**config.mk**
```make
export PLATFORM = sky130hd
export DESIGN_NAME = mux_sel_scanner
export DESIGN_NICKNAME = d
export VERILOG_FILES = /design/src/rtl/mux_sel_scanner_pkg.sv /design/src/rtl/rate_tick.sv /design/src/rtl/mux_sel_scanner.sv
export SDC_FILE = /design/constraint.sdc
export NUM_CORES = 1
export LEC_CHECK = 0
export BUFFER_PORTS_ARGS = -buffer_cell sky130_fd_sc_hd__buf_2
export CAP_MARGIN = 25
export CORE_AREA = 3 3 65 67
export CTS_CLUSTER_SIZE = 12
export DETAILED_ROUTE_END_ITERATION = 10
export DIE_AREA = 0 0 68 70
export PLACE_DENSITY = 0.73
export SLEW_MARGIN = 20
export SYNTH_ARGS = -nofsm -noshare
export SYNTH_HDL_FRONTEND = slang
export SYNTH_SLANG_ARGS = --single-unit
export TNS_END_PERCENT = 5
```
**constraint.sdc**
```tcl
create_clock -name clock -period 3.1 [get_ports clock]
set_clock_uncertainty 0.15 [all_clocks]
set_input_delay 0.775 -clock clock [delete_from_list [all_inputs] [get_ports clock]]
set_output_delay 0.775 -clock clock [all_outputs]
set_load 0.005 [all_outputs]
```
**src/rtl/mux_sel_scanner_pkg.sv**
```systemverilog
// Shared types and constants for the mux select scanner and its helpers.
package mux_sel_scanner_pkg;

    typedef enum logic [1:0] {
        IDLE = 2'd0,
        SCAN = 2'd1,
        DONE = 2'd2
    } state_t;

    localparam int NUM_IN = 7;
    localparam int SEL_W  = 3;

endpackage

```
**src/rtl/rate_tick.sv**
```systemverilog
// Enable-gated rate divider: asserts tick on every DIV-th enabled clock.
module rate_tick #(
    parameter  int DIV   = 25_000_000,
    localparam int CNT_W = $clog2(DIV) + 1
) (
    input  logic clk,
    input  logic srst,
    input  logic clr,
    input  logic en,
    output logic tick
);

    localparam logic [CNT_W-1:0] LAST = CNT_W'(DIV - 1);

    logic [CNT_W-1:0] count_reg;
    logic [CNT_W-1:0] count_next;
    logic             at_last;

    assign at_last = (count_reg == LAST);
    assign tick    = en && at_last;

    // Wraps at DIV-1 so the count never runs past the terminal value.
    always_comb begin
        count_next = count_reg;
        if (clr) begin
            count_next = '0;
        end else if (en) begin
            count_next = at_last ? '0 : count_reg + CNT_W'(1);
        end
    end

    always_ff @(posedge clk) begin
        if (srst) begin
            count_reg <= '0;
        end else begin
            count_reg <= count_next;
        end
    end

endmodule

```
**src/rtl/mux_sel_scanner.sv**
```systemverilog
// Walks the 7-to-1 mux select through every input, one step per DIV clocks,
// and gathers the returned bits into a parallel word for the status display.
module mux_sel_scanner
    import mux_sel_scanner_pkg::*;
#(
    parameter int DIV = 25_000_000
) (
    input  logic              clock,
    input  logic              reset,
    input  logic              start,
    input  logic              hold,
    input  logic              mux_bit,
    output logic [SEL_W-1:0]  sel,
    output logic              step_valid,
    output logic [NUM_IN-1:0] captured,
    output logic              busy,
    output logic              done
);

    state_t            state_reg;
    state_t            state_next;
    logic [SEL_W-1:0]  sel_reg;
    logic [SEL_W-1:0]  sel_next;
    logic [NUM_IN-1:0] captured_reg;
    logic [NUM_IN-1:0] captured_next;
    logic              busy_reg;
    logic              busy_next;
    logic              done_reg;
    logic              done_next;
    logic              step_valid_reg;
    logic              step_valid_next;

    logic tick;
    logic accept;
    logic sample;
    logic last_step;

    assign accept    = (state_reg == IDLE) && start;
    assign sample    = (state_reg == SCAN) && tick;
    assign last_step = (sel_reg == SEL_W'(NUM_IN - 1));

    // busy_reg is high exactly while scanning, so it doubles as the divider enable.
    rate_tick #(
        .DIV (DIV)
    ) u_rate_tick (
        .clk  (clock),
        .srst (reset),
        .clr  (accept),
        .en   (busy_reg && !hold),
        .tick (tick)
    );

    // Each capture bit clears on an accepted start and loads only on its own step.
    for (genvar gi = 0; gi < NUM_IN; gi++) begin : g_capture
        assign captured_next[gi] = accept ? 1'b0 :
                                   (sample && sel_reg == SEL_W'(gi)) ? mux_bit :
                                   captured_reg[gi];
    end

    always_comb begin
        state_next      = state_reg;
        sel_next        = sel_reg;
        busy_next       = busy_reg;
        done_next       = 1'b0;
        step_valid_next = 1'b0;
        unique case (state_reg)
            IDLE: begin
                if (accept) begin
                    state_next = SCAN;
                    sel_next   = '0;
                    busy_next  = 1'b1;
                end
            end
            SCAN: begin
                if (sample) begin
                    step_valid_next = 1'b1;
                    if (last_step) begin
                        state_next = DONE;
                        busy_next  = 1'b0;
                        done_next  = 1'b1;
                    end else begin
                        sel_next = sel_reg + SEL_W'(1);
                    end
                end
            end
            DONE: begin
                state_next = IDLE;
                sel_next   = '0;
            end
            default: begin
                state_next = IDLE;
                sel_next   = '0;
                busy_next  = 1'b0;
            end
        endcase
    end

    always_ff @(posedge clock) begin
        if (reset) begin
            state_reg      <= IDLE;
            sel_reg        <= '0;
            captured_reg   <= '0;
            busy_reg       <= 1'b0;
            done_reg       <= 1'b0;
            step_valid_reg <= 1'b0;
        end else begin
            state_reg      <= state_next;
            sel_reg        <= sel_next;
            captured_reg   <= captured_next;
            busy_reg       <= busy_next;
            done_reg       <= done_next;
            step_valid_reg <= step_valid_next;
        end
    end

    assign sel        = sel_reg;
    assign step_valid = step_valid_reg;
    assign captured   = captured_reg;
    assign busy       = busy_reg;
    assign done       = done_reg;

endmodule

```
### Word-level counts from Yosys, hierarchy flattened

Index checks and enable logic that the tools add are counted.

* bits in registers: 41
* output and inout port bits: 13
* word-level logic and storage cells: 66

* bitwise logic cells: 3
* equal/unequal tests: 13
* $add $sub $neg: 2
* mux-type cells: 15
* reduce and logical (&&, ||, !) cells: 20

Operator list (number)
* $add A26 B1 Y26 const B: 1
* $eq A26 B25 Y1 const B: 1
* $mux W26: 1
* $logic_and A1 B1 Y1: 11
* $eq A3 B3 Y1 const B: 3
* $mux W3: 3
* $ne A2 B2 Y1 const B: 4
* $eq A3 B2 Y1 const B: 2
* $mux W2: 3
* $pmux W3 S2: 1
* $reduce_and A3 Y1: 2
* $mux W1: 5
* $pmux W2 S2: 1
* $reduce_and A4 Y1: 1
* $reduce_or A2 Y1: 2
* $add A3 B1 Y3 const B: 1
* $eq A3 B1 Y1 const B: 1
* $logic_not A3 Y1: 1
* $not A1 Y1: 3
* $pmux W1 S3: 1
* $reduce_or A3 Y1: 1
* $eq A2 B1 Y1 const B: 1
* $eq A2 B2 Y1 const B: 1
* $logic_not A2 Y1: 1
* $logic_not A1 Y1: 1

### Depth between registers and ports, before layout

Gate-level depths: netlist (run 1).

* depth after elaboration: 6
* mapped depth: 7
* mapped depth without buffers: 6

### By module

Synthesis (run 1) repeated with hierarchy kept, for this count alone.

* cells, all modules: 233
* area, all modules: 2029.4 um2

Modules (own cells, without submodules)
* rate_tick: cells an instance 153, times used 1, seq. area each 520.5 um2, area an instance 1278.7 um2
* mux_sel_scanner: cells an instance 80, times used 1, seq. area each 300.3 um2, area an instance 750.7 um2

### Worst setup path after synthesis (run 1)

No wires, ideal clock.

* kind: input -> register
* start: input hold
* end: register captured_reg[0] (netlist: captured[0])
* library setup time: 0.073 ns
* data arrival time: 2.250 ns
* stages: 5
* buffers on the path: 1
* setup slack: 0.627 ns
* data required time: 2.877 ns
* cells stage by stage: nand3b_1 or4_4 buf_6 or4_1 a21oi_1

* cells in the longest elaborated chain, start to end: 5

RTL lines
* from (decl): line mux_sel_scanner.sv:11 `input logic hold,`
* $logic_not A1 Y1: line mux_sel_scanner.sv:49 `.en (busy_reg && !hold),`
* $logic_and A1 B1 Y1: line mux_sel_scanner.sv:49
* $logic_and A1 B1 Y1: line rate_tick.sv:20 `assign tick = en && at_last;`
* $logic_and A1 B1 Y1: line mux_sel_scanner.sv:39 `assign sample = (state_reg == SCAN) && tick;`
* $logic_and A1 B1 Y1: line mux_sel_scanner.sv:56 `(sample && sel_reg == SEL_W'(gi)) ? mux_bit :`
* to (signal assigned): line mux_sel_scanner.sv:109 `captured_reg <= captured_next;`
* to (decl): line mux_sel_scanner.sv:24 `logic [NUM_IN-1:0] captured_reg;`

Every way passes these cells.
A chain may end at the register's enable or synchronous reset.

### Final worst setup path (run 1)

* start: input hold
* end: register u_rate_tick.count_reg[24]

* cells in the longest elaborated chain, start to end: 2

RTL lines
* $logic_not A1 Y1: line mux_sel_scanner.sv:49
* $logic_and A1 B1 Y1: line mux_sel_scanner.sv:49
* to (signal assigned): line rate_tick.sv:36 `count_reg <= count_next;`
* to (decl): line rate_tick.sv:15 `logic [CNT_W-1:0] count_reg;`

Every way passes these cells.

==> results.ini, run 1 <==
[yosys]
ys_ff_latch = 41
synth-edff-count = 0
synth_cell_type_count = 39
ys.flop_type = dfxtp_1
synthCells = 258
ys_warn_count = 0
syn-num-nets = 269
async_flop_share_pct = 0
ys_seq_area_share_pct = 38.2
syn_area_um2 = 2150
syn_avg_cell_area_um2 = 8.32

[floorplanning]
die_y_um = 70
dieArea_um2 = 4760
io_pins = 18
row_count = 22
die_w_um = 68
initial_utilization_pct = 58.2
core_um2 = 3690

[setup_path]
crit_family = simple AND/OR/NAND/NOR gates
worstSetupPathType = in2reg
cp-end-kind = flop
worstPathCellList = buf_2 > nand3b_1 > or4_4 > or4_1 > a21oi_1
crit_path_top_delay_cell = or4_4
cp_max_fo = 12
arrival_ns = 2.43
max_stage_delay_ns = 0.64
worst_ep_required_time_ns = 3.18
crit_buf_inv = 1
startpoint_type = primary input

[sta]
period_needed_ns = 2.35
setup_viol = 0
finalCritPeriodShare_pct = 75.8
worst_pin_slew_ns = 0.677
hold_viol = 0
setup-tns-final_ns = 0
maxSlewHeadroom_pct = 54.5
rsz0062_at_grt = false
fmax_mhz = 425
finalMaxSlewViolations = 0

[global_routing]
antenna_found_initial = 0
grt_pass1_vias = 1813
grt_max_degree = 25
overflow = 0
grt_first_pass_wirelength_um = 8280
grt_use_total_pct = 21.9

[finish]
final_util_pct = 63.8
largest_register_ffs = 26
areaGrowthSynthToFinish_pct = 9.56
fill_cells = 342
nets = 285
antenna_cells = 0
mostFrequentLayoutCells = dfxtp_1, a21oi_1, nand2_1
drive_gt1_share_pct = 11.7
layout_commonest_cell = dfxtp_1

[placed_design]
gp_congestion = 0.874
place_hpwl_um = 3450
portBuffers = 17

[drt]
wl_per_cell_um = 14.7
wl_um = 4740
vias = 1982
drtIter0Drc = 99
first_pass_iters = 5
ant_nets = 0
drc = 0
via_per_inst = 6.16

[power]
p_leak_nw = 0.775
switching_power_mw = 0.209
seqPwrFrac_pct = 57.9
combPwrFrac_pct = 4.9
vdd_drop_max_mv = 0.326
p_sw_share_pct = 22.4
p_int_mw = 0.725
p_clk_share_pct = 37.2
power_density_nw_per_um2 = 397

[clock_network]
cts_tree = done
hold_buffers = 0
htreeDepth = 2
cts_buffers = 5
clkTransAtPathRegs_ns = 0.08
postCtsSetupBuffers = 0
clock_latency_ns = 0.29
cts-root-buf = clkbuf_8
cts_resized = 0
clockBufferDepth = 2
clock_sinks = 41

[run]
maxCapViolations = 0

[outcome]
outcome = complete, no violations

[min_path]
hp-class = reg2reg

## metal layers
| metal | vias to the layer above | track usage [%] | share of wire [%] |
|---|---|---|---|
| met4 | 0 | 5.08 | 1.0 |
| met1 | 923 | 32.4 | 49 |
| met5 | - | 0 | 0 |
| met2 | 46 | 31.7 | 44 |
| met3 | 6 | 5.47 | 5.1 |
| li1 | 1007 | - | - |
## tightest hold or removal path: stages, from the launching register on
cell and delay [ns]:
dfxtp_1 0.32, o41ai_1 0.05, a21oi_1 0.05
## logic make-up (layout without fill, tap and decap cells)
kind of cell | after synthesis | after routing | synth area share [%]
adders and majority gates | 6 | 6 | 3.50
DFF | 41 | 41 | 38.2
and+or+nand+nor | 129 | 129 | 34.4
buffers and inverters | 18 | 34 | 3.67
xor gates and xnor gates | 11 | 11 | 4.49
AOI/OAI and AO/OA | 51 | 51 | 14.7
muxes | 2 | 2 | 0.932
## through the flow
| stage | std cells | instance area (um2) | power (mW) | setup WS, ns | hold WS (ns) |
|---|---|---|---|---|---|
| 4_1_cts | 322 | 2350 | 0.945 | 0.760 | 0.315 |
| 2_1_floorplan | 258 | 2150 | 0.580 | 0.627 | 0.302 |
| 3_3_place_gp | 315 | 2270 | 0.598 | 0.494 | 0.302 |
| 3_5_place_dp | 315 | 2270 | 0.598 | 0.450 | 0.304 |
| 6_report | 322 | 2350 | 0.934 | 0.749 | 0.316 |
| 5_1_grt | 322 | 2350 | 0.975 | 0.653 | 0.346 |
## synth_stat cells (all sizes together) (8+ instances only)
cell type / count / area, um2
dfxtp: 41 / 821
a21oi: 24 / 120
nand2: 22 / 82.6
nor2: 19 / 71.3
nand4: 16 / 115
or4: 16 / 124
nand3: 13 / 65.1
o31ai: 13 / 97.6
clkbuf: 8 / 30.0
nor3: 8 / 40.0
xor2: 8 / 70.1
## area by class of cell
| type | instances | area [um2] | share of cell area (%) |
|---|---|---|---|
| flip-flops and latches | 41 | 821 | 34.9 |
| clock buffers | 7 | 86.3 | 3.67 |
| inverters | 6 | 22.5 | 0.957 |
| multi-input cells | 199 | 1250 | 53.0 |
| well taps | 48 | 60.1 | 2.55 |
| repair buffers | 21 | 115 | 4.89 |
## path summary, 6_finish.rpt
path	endpoint	cells after the start	slack, ns	startpoint
setup / recovery	u_rate_tick.count_reg[24]$_SDFFE_PP0N_	5	0.75	hold
hold / removal	captured[5]$_SDFFE_PP0P_	2	0.32	captured[5]$_SDFFE_PP0P_
setup reg to reg	u_rate_tick.count_reg[22]$_SDFFE_PP0N_	5	0.79	u_rate_tick.count_reg[0]$_SDFFE_PP0N_
hold reg to reg	captured[5]$_SDFFE_PP0P_	2	0.32	captured[5]$_SDFFE_PP0P_
## power groups by stage
stage	Sequential (mW)	Combinational, mW	Clock, mW
2_1_floorplan	0.548	0.0323	0
3_3_place_gp	0.553	0.0459	0
3_5_place_dp	0.553	0.0459	0
4_1_cts	0.540	0.0462	0.358
5_1_grt	0.542	0.0510	0.382
6_report	0.541	0.0458	0.348
(Power assumes the default switching activity.)
==> run 2: changes to the inputs <==
- clock period: 3.1 -> 2.5 ns (I/O delays scaled with it)
==> results.ini, run 2 (synthesized netlist as in run 1, its figures left out) <==
[finish]
drive_gt1_share_pct = 13.3
final_cells = 326
seq_area_um2 = 821
layout_commonest_cell = dfxtp_1
areaGrowthSynthToFinish_pct = 12.4
largest_register_ffs = 26
final_util_pct = 65.4
antenna_cells = 0
nets = 289
multi_input_area_um2 = 1250
mostFrequentLayoutCells = dfxtp_1, a21oi_1, nand2_1
fill_cells = 337

[sta]
setup_viol = 0
worst_pin_slew_ns = 0.483
hold_viol = 0
fmax_mhz = 442
rsz0062_at_grt = false
maxSlewHeadroom_pct = 67.7
period_needed_ns = 2.26
finalCritPeriodShare_pct = 90.5
finalMaxSlewViolations = 0
setup-tns-final_ns = 0

[floorplanning]
die_w_um = 68
initial_utilization_pct = 58.2
io_pins = 18
core_um2 = 3690
row_count = 22
die_y_um = 70
dieArea_um2 = 4760

[setup_path]
worstSetupPathType = reg2reg
crit_path_top_delay_cell = or4_1
arrival_ns = 2.34
worst_path_most_repeated_cell = or4_1
cp-end-kind = flop
worst_ep_required_time_ns = 2.58
cp_max_fo = 9
startpoint_type = flop
max_stage_delay_ns = 0.66
worstPathCellList = ha_1 > nand4b_1 > or4_1 > or4_1 > a21oi_1

[clock_network]
clockBufferDepth = 2
cts-root-buf = clkbuf_8
postCtsSetupBuffers = 0
clkTransAtPathRegs_ns = 0.08
htreeDepth = 2
clock_latency_ns = 0.30
clock_sinks = 41
cts_tree = done
hold_buffers = 0
cts_resized = 0
cts_buffers = 5

[drt]
via_per_inst = 6.20
drc = 0
first_pass_iters = 4
wl_per_cell_um = 15.2
ant_nets = 0
wl_um = 4950
drtIter0Drc = 158
vias = 2021

[placed_design]
place_hpwl_um = 3560
portBuffers = 17
gp_congestion = 0.895
dp_cells = 319

[outcome]
outcome = complete, no violations

[min_path]
hp-class = reg2reg

[global_routing]
grt_max_degree = 25
overflow = 0
grt_first_pass_wirelength_um = 8220
antenna_found_initial = 0
grt_pass1_vias = 1782
grt_use_total_pct = 22.4

[power]
vdd_drop_max_mv = 0.344
power_density_nw_per_um2 = 520
p_leak_nw = 0.810

[run]
maxCapViolations = 0

==> run 2: cell count changes in the layout (fill, tap and decap cells not counted) <==
cell	previous run	this run
buf_4	4	7
buf_12	0	1
bufinv_16	0	1
clkbuf_1	1	0
clkbuf_8	6	5
clkinv_2	0	1
==> run 2: final timing paths <==
path	start	to	slack [ns]	cells past startpoint
max	u_rate_tick.count_reg[0]$_SDFFE_PP0N_	u_rate_tick.count_reg[22]$_SDFFE_PP0N_	0.24	5
min	captured[4]$_SDFFE_PP0P_	captured[4]$_SDFFE_PP0P_	0.31	2
max reg2reg	u_rate_tick.count_reg[0]$_SDFFE_PP0N_	u_rate_tick.count_reg[22]$_SDFFE_PP0N_	0.24	5
min reg2reg	captured[4]$_SDFFE_PP0P_	captured[4]$_SDFFE_PP0P_	0.31	2
==> run 2: critical path: cells and delay by family (launching register included) <==
family,cells,cell delay (ns)
adders and majority gates,1,0.26
AOI/OAI and AO/OA,1,0.14
and+or+nand+nor,3,1.25
DFF,1,0.39
==> run 2: cell type report <==
type	instances	area share [%]
Multi-Input combinational cell	199	51.7
Sequential cell	41	34.0
Timing Repair Buffer	25	6.54
Clock buffer	5	2.85
Tap cell	48	2.49
Clock inverter	2	1.45
Inverter	6	0.934
==> run 2: metrics by stage <==
stage / cell area (um2) / hold slack [ns] / setup slack, ns / total power, mW
after floorplan: 2150 / 0.302 / 0.177 / 0.720
after global placement: 2310 / 0.301 / 0.0396 / 0.751
after detailed placement: 2310 / 0.306 / -0.00454 / 0.751
after CTS: 2410 / 0.316 / 0.230 / 1.27
after global routing: 2410 / 0.335 / 0.0680 / 1.31
final: 2410 / 0.309 / 0.237 / 1.25
==> run 2: power breakdown <==
part / leakage, nW / switching (mW) / internal (mW)
clock network: 0.0540 / 0.227 / 0.290
logic: 0.425 / 0.0427 / 0.0292
registers: 0.331 / 0.00660 / 0.658
total: 0.810 / 0.276 / 0.978
==> run 2: metal layers <==
layer	wire length, um	track usage (%)
met5	0	0
met4	97	8.17
met3	288	5.31
met2	2160	31.6
met1	2400	32.5
==> run 3: changes to the inputs <==
==> constraint.sdc (replaced) <==
create_clock -name clock -period 2.5 [get_ports clock]
set_clock_uncertainty 0.15 [all_clocks]
set_input_delay 0.375 -clock clock [delete_from_list [all_inputs] [get_ports clock]]
set_output_delay 0.375 -clock clock [all_outputs]
set_load 0.005 [all_outputs]
==> results.ini, run 3 (synthesized netlist as in run 1, its figures left out) <==
[setup_path]
r2r_end = u_rate_tick.count_reg[20]$_SDFFE_PP0N_
r2r_start = u_rate_tick.count_reg[0]$_SDFFE_PP0N_
arrival_ns = 2.36
cp_max_fo = 9
worstPathCellList = ha_1 > nand4b_1 > or4_1 > or4_1 > a21oi_1
r2r_cells = 5
crit_path_top_delay_cell = or4_1
max_stage_delay_ns = 0.67
crit_family = simple AND/OR/NAND/NOR gates
worst_ep_required_time_ns = 2.58
cp-end-kind = flop
reg2reg_slack_ns = 0.22
crit_buf_inv = 0
worst_path_most_repeated_cell = or4_1
worstSetupPathType = reg2reg
startpoint_type = flop

[clock_network]
clkTransAtPathRegs_ns = 0.08
clockBufferDepth = 2
cts-root-buf = clkbuf_8
cts_tree = done
hold_buffers = 0
postCtsSetupBuffers = 0
clock_latency_ns = 0.29
htreeDepth = 2
cts_resized = 0
clock_sinks = 41
cts_buffers = 5

[sta]
period_needed_ns = 2.28
hold_viol = 0
worst_pin_slew_ns = 0.855
finalMaxSlewViolations = 0
maxSlewHeadroom_pct = 42.9
fmax_mhz = 438
rsz0062_at_grt = false
setup_viol = 0
setup-tns-final_ns = 0
finalCritPeriodShare_pct = 91.3

[finish]
areaGrowthSynthToFinish_pct = 9.56
mostFrequentLayoutCells = dfxtp_1, a21oi_1, nand2_1
seq_area_um2 = 821
multi_input_area_um2 = 1250
layout_commonest_cell = dfxtp_1
nets = 285
final_util_pct = 63.8
drive_gt1_share_pct = 11.7
antenna_cells = 0
fill_cells = 321
largest_register_ffs = 26

[drt]
via_per_inst = 6.15
vias = 1980
drc = 0
wl_per_cell_um = 15.2
drtIter0Drc = 173
ant_nets = 0
wl_um = 4890
first_pass_iters = 4

[floorplanning]
die_y_um = 70
initial_utilization_pct = 58.2
dieArea_um2 = 4760
core_um2 = 3690
row_count = 22
io_pins = 18
die_w_um = 68

[global_routing]
overflow = 0
grt_use_total_pct = 22.1
grt_pass1_vias = 1699
antenna_found_initial = 0
grt_max_degree = 25
grt_first_pass_wirelength_um = 8120

[outcome]
outcome = complete, no violations

[min_path]
hold_depth = 2
min_from = reset
hp-class = in2reg
hold_end = busy$_SDFFE_PP0P_

[placed_design]
portBuffers = 17
place_hpwl_um = 3510
gp_congestion = 0.830

[power]
power_density_nw_per_um2 = 495
vdd_drop_max_mv = 0.354
p_leak_nw = 0.776

[run]
maxCapViolations = 0

-- run 3: cell count changes in the layout (fill, tap and decap cells not counted), sizes merged --
| cell | delta |
|---|---|
| buf | -4 |
| clkbuf | +2 |
| bufinv | -1 |
| clkinv | -1 |
-- run 3: worst max path at each step --
stage | start | to | slack [ns] | cells after the start
finish | u_rate_tick.count_reg[0]$_SDFFE_PP0N_ | u_rate_tick.count_reg[20]$_SDFFE_PP0N_ | 0.22 | 5
global route | u_rate_tick.count_reg[0]$_SDFFE_PP0N_ | u_rate_tick.count_reg[20]$_SDFFE_PP0N_ | 0.06 | 5
CTS | u_rate_tick.count_reg[0]$_SDFFE_PP0N_ | u_rate_tick.count_reg[20]$_SDFFE_PP0N_ | 0.22 | 5
detailed placement | u_rate_tick.count_reg[0]$_SDFFE_PP0N_ | u_rate_tick.count_reg[22]$_SDFFE_PP0N_ | 0.25 | 5
global placement | hold | u_rate_tick.count_reg[24]$_SDFFE_PP0N_ | 0.29 | 5
floorplan | u_rate_tick.count_reg[0]$_SDFFE_PP0N_ | u_rate_tick.count_reg[20]$_SDFFE_PP0N_ | 0.40 | 6
-- run 3: report_power, final --
group          total (mW)  switching [mW]  internal, mW
Clock               0.437           0.218         0.219
Combinational      0.0558          0.0355        0.0202
Sequential          0.670          0.0119         0.659
-- run 3: cell type report --
cell class / count / area share, %
Tap cell: 48 / 2.55
Clock buffer: 7 / 3.67
Inverter: 6 / 0.957
Sequential cell: 41 / 34.9
Timing Repair Buffer: 21 / 4.89
Multi-Input combinational cell: 199 / 53.0
-- run 3: routing by layer --
metal	wire (um)	track usage (%)
met3	293	6.27
met2	2110	29.6
met1	2390	33.2
met4	98	7.95
met5	0	0
-- run 3: through the flow --
stage | setup slack [ns] | hold WS (ns) | instance area [um2] | power, mW | std cells
finish | 0.217 | 0.179 | 2350 | 1.16 | 322
CTS | 0.224 | 0.172 | 2350 | 1.17 | 322
global route | 0.0612 | 0.176 | 2350 | 1.22 | 322
floorplan | 0.404 | 0.302 | 2150 | 0.720 | 258
detailed placement | 0.248 | 0.304 | 2270 | 0.741 | 315
global placement | 0.291 | 0.301 | 2270 | 0.740 | 315
